**config.mk**
```make
export PLATFORM = sky130hd
export DESIGN_NAME = uart_rx_fifo
export DESIGN_NICKNAME = d
export VERILOG_FILES = /design/src/rtl/uart_pkg.sv /design/src/rtl/sync_fifo.sv /design/src/rtl/uart_rx_fifo.sv
export SDC_FILE = /design/constraint.sdc
export NUM_CORES = 1
export LEC_CHECK = 0
export CAP_MARGIN = 20
export CORE_MARGIN = 4
export CORE_UTILIZATION = 50
export DETAILED_ROUTE_END_ITERATION = 6
export PLACE_DENSITY = 0.81
export SYNTH_ARGS = -nofsm -noshare
export SYNTH_HDL_FRONTEND = slang
export SYNTH_SLANG_ARGS = --single-unit
```
**constraint.sdc**
```tcl
create_clock -name clk -period 2.75 [get_ports clk]
set_input_delay 0.275 -clock clk [delete_from_list [all_inputs] [get_ports clk]]
set_output_delay 0.275 -clock clk [all_outputs]
set_load 0.01 [all_outputs]
```
**src/rtl/uart_pkg.sv**
```systemverilog
// Shared types and helpers for the UART receive (and future transmit) path.
package uart_pkg;

    typedef enum logic [1:0] {
        IDLE  = 2'd0,
        START = 2'd1,
        DATA  = 2'd2,
        STOP  = 2'd3
    } rx_state_t;

    function automatic int clks_per_bit(input int clk_freq, input int baud);
        return clk_freq / baud;
    endfunction

endpackage

```
**src/rtl/sync_fifo.sv**
```systemverilog
// Single-clock FIFO with show-ahead registered head, wrap-bit pointers and
// drop-on-full overrun pulse. Shared between the RX and future TX paths.
module sync_fifo #(
    parameter int WIDTH = 8,
    parameter int DEPTH = 4
) (
    input  logic             clk,
    input  logic             reset,
    input  logic             push,
    input  logic [WIDTH-1:0] push_data,
    input  logic             pop,
    output logic [WIDTH-1:0] head_data,
    output logic             empty,
    output logic             overrun
);
    localparam int AW = $clog2(DEPTH);
    localparam int PW = AW + 1;

    logic [WIDTH-1:0] mem [DEPTH];
    logic [PW-1:0]    wr_ptr_reg, rd_ptr_reg;
    logic [PW-1:0]    wr_ptr_next, rd_ptr_next;
    logic [WIDTH-1:0] head_reg;
    logic             overrun_reg;
    logic             full, do_push, do_pop;
    logic [AW-1:0]    wr_idx, rd_next_idx;

    assign empty   = (wr_ptr_reg == rd_ptr_reg);
    assign full    = (wr_ptr_reg[AW-1:0] == rd_ptr_reg[AW-1:0]) &&
                     (wr_ptr_reg[AW] != rd_ptr_reg[AW]);
    // Pop is only honoured with data present; a pop frees room for a push in the same cycle.
    assign do_pop  = pop && !empty;
    assign do_push = push && (!full || do_pop);

    assign wr_ptr_next = wr_ptr_reg + {{AW{1'b0}}, do_push};
    assign rd_ptr_next = rd_ptr_reg + {{AW{1'b0}}, do_pop};
    assign wr_idx      = wr_ptr_reg[AW-1:0];
    assign rd_next_idx = rd_ptr_next[AW-1:0];

    always_ff @(posedge clk) begin
        if (do_push) begin
            mem[wr_idx] <= push_data;
        end
    end

    always_ff @(posedge clk) begin
        if (reset) begin
            wr_ptr_reg  <= '0;
            rd_ptr_reg  <= '0;
            head_reg    <= '0;
            overrun_reg <= 1'b0;
        end else begin
            wr_ptr_reg  <= wr_ptr_next;
            rd_ptr_reg  <= rd_ptr_next;
            overrun_reg <= push && full && !do_pop;
            // Head is refreshed only when it moves or the first byte lands; bypass covers a write to the new head slot.
            if (do_pop || (do_push && empty)) begin
                head_reg <= (do_push && (wr_idx == rd_next_idx)) ? push_data : mem[rd_next_idx];
            end
        end
    end

    assign head_data = head_reg;
    assign overrun   = overrun_reg;

endmodule

```
**src/rtl/uart_rx_fifo.sv**
```systemverilog
// 8N1 UART receiver: 2-FF input synchroniser, mid-bit sampling FSM and a
// byte FIFO presented to the consumer through valid/ready.
module uart_rx_fifo
    import uart_pkg::*;
#(
    parameter int CLK_FREQ   = 27_000_000,
    parameter int BAUD       = 115200,
    parameter int FIFO_DEPTH = 4
) (
    input  logic       clk,
    input  logic       reset,
    input  logic       uart_rx,
    output logic [7:0] rx_data,
    output logic       rx_valid,
    input  logic       rx_ready,
    output logic       framing_err,
    output logic       overrun,
    output logic       busy
);
    localparam int CLKS_PER_BIT = clks_per_bit(CLK_FREQ, BAUD);
    localparam int HALF_BIT     = CLKS_PER_BIT / 2;
    localparam int CNT_W        = $clog2(CLKS_PER_BIT + 1);
    localparam logic [CNT_W-1:0] HALF_LAST = CNT_W'(HALF_BIT);
    localparam logic [CNT_W-1:0] BIT_LAST  = CNT_W'(CLKS_PER_BIT - 1);

    logic [1:0]       sync_reg;
    logic             rx_s;
    rx_state_t        state_reg, state_next;
    logic [CNT_W-1:0] cnt_reg, cnt_next;
    logic [2:0]       bit_idx_reg, bit_idx_next;
    logic [7:0]       shift_reg, shift_next;
    logic             framing_err_reg;
    logic             push, frame_bad, fifo_empty;

    assign rx_s = sync_reg[1];

    always_ff @(posedge clk) begin
        if (reset) begin
            sync_reg        <= 2'b11;
            state_reg       <= IDLE;
            cnt_reg         <= '0;
            bit_idx_reg     <= '0;
            shift_reg       <= '0;
            framing_err_reg <= 1'b0;
        end else begin
            sync_reg        <= {sync_reg[0], uart_rx};
            state_reg       <= state_next;
            cnt_reg         <= cnt_next;
            bit_idx_reg     <= bit_idx_next;
            shift_reg       <= shift_next;
            framing_err_reg <= frame_bad;
        end
    end

    always_comb begin
        state_next   = state_reg;
        cnt_next     = cnt_reg + CNT_W'(1);
        bit_idx_next = bit_idx_reg;
        shift_next   = shift_reg;
        push         = 1'b0;
        frame_bad    = 1'b0;
        case (state_reg)
            IDLE: begin
                cnt_next = '0;
                if (!rx_s) begin
                    state_next = START;
                end
            end
            START: begin
                // A start bit that is high again at its centre was only a glitch.
                if (cnt_reg == HALF_LAST) begin
                    cnt_next     = '0;
                    bit_idx_next = '0;
                    state_next   = rx_s ? IDLE : DATA;
                end
            end
            DATA: begin
                if (cnt_reg == BIT_LAST) begin
                    cnt_next     = '0;
                    shift_next   = {rx_s, shift_reg[7:1]};
                    bit_idx_next = bit_idx_reg + 3'd1;
                    if (bit_idx_reg == 3'd7) begin
                        state_next = STOP;
                    end
                end
            end
            STOP: begin
                // Leaving at mid-stop lets the next start edge be caught back-to-back.
                if (cnt_reg == BIT_LAST) begin
                    cnt_next   = '0;
                    state_next = IDLE;
                    push       = rx_s;
                    frame_bad  = !rx_s;
                end
            end
            default: begin
                state_next = IDLE;
            end
        endcase
    end

    sync_fifo #(
        .WIDTH (8),
        .DEPTH (FIFO_DEPTH)
    ) u_fifo (
        .clk       (clk),
        .reset     (reset),
        .push      (push),
        .push_data (shift_reg),
        .pop       (rx_ready),
        .head_data (rx_data),
        .empty     (fifo_empty),
        .overrun   (overrun)
    );

    assign rx_valid    = !fifo_empty;
    assign framing_err = framing_err_reg;
    assign busy        = (state_reg != IDLE);

endmodule
```
==> results.py <==
metrics = {
    "yosys": {
        "cell_type_contributing_the_most_total_cell_area_after_synthesis": "sky130_fd_sc_hd__edfxtp_1",
        "yosysTopAreaCellShare": 0.238,
        "synth-edff-count": 32,
        "netlist-cell-type-count": 47,
        "synth.top_cells.by_area": "sky130_fd_sc_hd__edfxtp_1, sky130_fd_sc_hd__dfxtp_1, sky130_fd_sc_hd__nand3_1",
        "synth_seq_area_share": 0.432,
        "synth.cell_area_sq_um": 4030,
        "yosysMostFrequentCell": "sky130_fd_sc_hd__nand3_1",
        "post_synth.cell_area_avg_sq_um": 9.57,
        "synth_top_flop_cell": "sky130_fd_sc_hd__dfxtp_1",
        "synth-warning-count": 0,
        "asyncSetResetFlopFracSynth": 0,
        "synth_top_cells_by_count": "sky130_fd_sc_hd__nand3_1, sky130_fd_sc_hd__dfxtp_1, sky130_fd_sc_hd__nor2_1",
        "synthesis.instances": 421,
        "postSynthRegisterBits": 71,
        "synth_fp_nets": 432,
    },
    "timing": {
        "max_frequency_mhz": 389,
        "report.final.slew_viol_count": 0,
        "finalSetupViolCount": 0,
        "fin_tns_setup_ns": 0,
        "finalWorstPathRequiredPeriod_ns": 2.57,
        "rsz_0062_raised_after_global_routing": "no",
        "final-hold-violation-count": 0,
        "finalCritPeriodShare": 0.934,
        "timing.clock.skew_ns": 0.00747,
        "relSlewSlack": 0.546,
        "worst_setup_margin_ns": 0.180,
        "holdWs_ns": 0.407,
        "worst_pin_slew_ns": 0.680,
    },
    "worst_setup_path": {
        "delay_of_the_slowest_cell_on_the_worst_path_ns": 0.53,
        "critical-path-slowest-cell": "sky130_fd_sc_hd__clkdlybuf4s50_1",
        "critPathCaptureType": "output port",
        "worstPathCellList": "buf_4 > xor2_4 > nor2_1 > nand2_1 > clkdlybuf4s50_1",
        "crit_path_start_kind": "flip-flop",
        "timing.setup.critical_path_class": "flip-flop to output port",
        "arrival_ns": 2.29,
        "worst-path-max-fanout": 29,
        "required_worst_endpoint_ns": 2.48,
    },
    "clock_network": {
        "cts-hold-fix-buffers": 0,
        "path_clk_slew_ns": 0.08,
        "clk_root_buffer_cell": "sky130_fd_sc_hd__clkbuf_8",
        "postCtsResizedCells": 0,
        "cts_buffers": 9,
        "clock_sinks": 71,
        "cts_buffer_depth": 2,
        "h_tree_levels": 3,
        "tritoncts_clock_tree": "built",
        "worstSkewPairLatency_ns": 0.35,
        "cts_setup_buffers": 0,
    },
    "place": {
        "port_buffers": 15,
        "dpl.hpwl_mm": 6.70,
        "gp_congestion": 0.831,
        "post_dp_cell_area_sq_um": 4330,
        "dp_slack_ns": 0.0571,
        "placed_cells_incl_taps": 528,
    },
    "floorplanning": {
        "die_width_um": 97.8,
        "floorplan.initialDensity": 0.519,
        "design.portCount": 16,
        "chipHeight_um": 97.8,
        "floorplan.core_area_sq_um": 7770,
        "die_area_sq_um": 9560,
        "placementRows": 32,
    },
    "worst_hold_path": {
        "hold_path.class": "flip-flop to flip-flop",
    },
    "cells_and_area": {
        "stdcell_area_sq_um": 4610,
        "finish.utilization": 0.593,
        "antennaDiodeCount": 0,
        "largest-register": "u_fifo.mem",
        "finalNonFillerCells": 545,
        "share_of_cells_above_drive_strength_1": 0.140,
        "synthToLayoutAreaGrowth_pct": 14.3,
        "layout.nets": 449,
        "largest_register_ffs": 32,
    },
    "outcome": {
        "outcome": "completed",
    },
    "power_and_ir_drop": {
        "power_density_nw_per_um2": 455,
        "p_int_mw": 1.65,
        "vdd_drop_max_v": 0.000260,
        "clockPowerShare": 0.447,
        "part_of_the_total_power_dissipated_in_combinational_logic": 0.030,
        "p_sw_frac": 0.214,
        "p_seq_frac": 0.523,
        "static_leakage_nw": 1.46,
        "design_power_total_mw": 2.10,
        "switching_component_of_the_power_mw": 0.449,
    },
    "route": {
        "drc": 0,
        "avgViaCountPerCell": 6.76,
        "detail-route-antenna-nets": 0,
        "average_wire_length_per_cell_after_detail_routing_um": 19.6,
        "vias": 3682,
        "drt_pre_antenna_iters": 7,
        "drt_first_iter_violations": 648,
        "wirelength_mm": 10.7,
    },
    "job": {
        "max_cap_violations": 0,
    },
    "global_routing": {
        "aggregate_global_route_resource_usage": 0.228,
        "globalRoute.totalOverflow": 0,
        "first_global_vias": 3679,
        "first_pass_grt_wire_length_mm": 17.6,
        "grt_antenna_before_repair": 0,
        "grt_max_degree": 35,
    },
}
layout by cell type, fill, tap and decap left out, types with 2 or more instances in the layout:
cell type                         instances
sky130_fd_sc_hd__nand2b_1                17
sky130_fd_sc_hd__a21oi_1                 25
sky130_fd_sc_hd__a2111oi_0               16
sky130_fd_sc_hd__or2_2                    3
sky130_fd_sc_hd__nor3_1                   2
sky130_fd_sc_hd__nor2b_1                  4
sky130_fd_sc_hd__nand2_1                 31
sky130_fd_sc_hd__xnor2_2                  2
sky130_fd_sc_hd__xor2_1                   4
sky130_fd_sc_hd__mux2i_1                  2
sky130_fd_sc_hd__o21ai_0                 14
sky130_fd_sc_hd__buf_4                   23
sky130_fd_sc_hd__a311o_1                 17
sky130_fd_sc_hd__xnor2_1                  6
sky130_fd_sc_hd__and3_1                   3
sky130_fd_sc_hd__o21ai_1                  6
sky130_fd_sc_hd__clkdlybuf4s50_1         15
sky130_fd_sc_hd__a311oi_1                 8
sky130_fd_sc_hd__ha_1                     7
sky130_fd_sc_hd__dfxtp_1                 39
sky130_fd_sc_hd__a41oi_2                  2
sky130_fd_sc_hd__a31oi_1                  8
sky130_fd_sc_hd__nand3_1                 44
sky130_fd_sc_hd__nor2_1                  34
sky130_fd_sc_hd__and2_1                   3
sky130_fd_sc_hd__clkbuf_8                 9
sky130_fd_sc_hd__inv_1                    6
sky130_fd_sc_hd__clkbuf_16                2
sky130_fd_sc_hd__xor2_2                   2
sky130_fd_sc_hd__clkinv_4                 2
sky130_fd_sc_hd__o211ai_1                17
sky130_fd_sc_hd__a41oi_4                  2
sky130_fd_sc_hd__a22oi_1                 16
sky130_fd_sc_hd__edfxtp_1                32
path summary, 6_finish.rpt:
check	cells past startpoint	end	slack, ns	startpoint
worst max register to register	9	u_fifo.head_data[3]$_SDFFE_PP0P_	0.25	u_fifo.rd_ptr_reg[1]$_SDFF_PP0_
worst max-delay path	5	rx_valid	0.18	u_fifo.rd_ptr_reg[0]$_SDFF_PP0_
worst min register to register	1	sync_reg[1]$_SDFF_PP1_	0.41	sync_reg[0]$_SDFF_PP1_
worst min-delay path	1	sync_reg[1]$_SDFF_PP1_	0.41	sync_reg[0]$_SDFF_PP1_
routing by layer:
layer  GRT usage  vias to the layer above  share of wire
met5           0                        -              0
met4       0.132                        0          0.039
met3      0.0700                       51           0.11
met2       0.365                      250           0.46
met1       0.273                     1733           0.39
li1            -                     1648              -
worst max-delay path, delay by kind of cell, from the launching register on:
| family | cells | cell delay, ns |
|---|---|---|
| buf+inv | 2 | 0.87 |
| xor+xnor | 1 | 0.39 |
| flops | 1 | 0.38 |
| simple gates | 2 | 0.30 |
final cells by class:
class | count | area [sq um]
clock buffers | 11 | 174
clock inverters | 5 | 60.1
fillers | 638 | 3160
inverters | 6 | 22.5
multi-input cells | 311 | 2150
flip-flops and latches | 71 | 1740
well taps | 102 | 128
repair buffers | 39 | 334
power by group through the flow:
stage,logic [mW],registers [mW],clock network (mW)
after floorplan,0.0387,1.12,0
after global placement,0.0572,1.12,0
after detailed placement,0.0588,1.12,0
after CTS,0.0592,1.10,0.959
after global routing,0.0681,1.10,1.01
final,0.0635,1.10,0.937
cells by family (layout without fill, tap and decap cells):
logic type | after synthesis | after routing | synth area share
AND/OR/NAND/NOR | 150 | 150 | 0.188
AO/OA/AOI/OAI | 135 | 135 | 0.258
flip-flops | 71 | 71 | 0.432
buffers and inverters | 39 | 61 | 0.0428
XOR/XNOR | 16 | 16 | 0.0497
adder cells (fa/ha/maj) | 7 | 7 | 0.0217
multiplexers | 3 | 3 | 0.00776
Note: power is estimated with default switching activity, not from simulation.
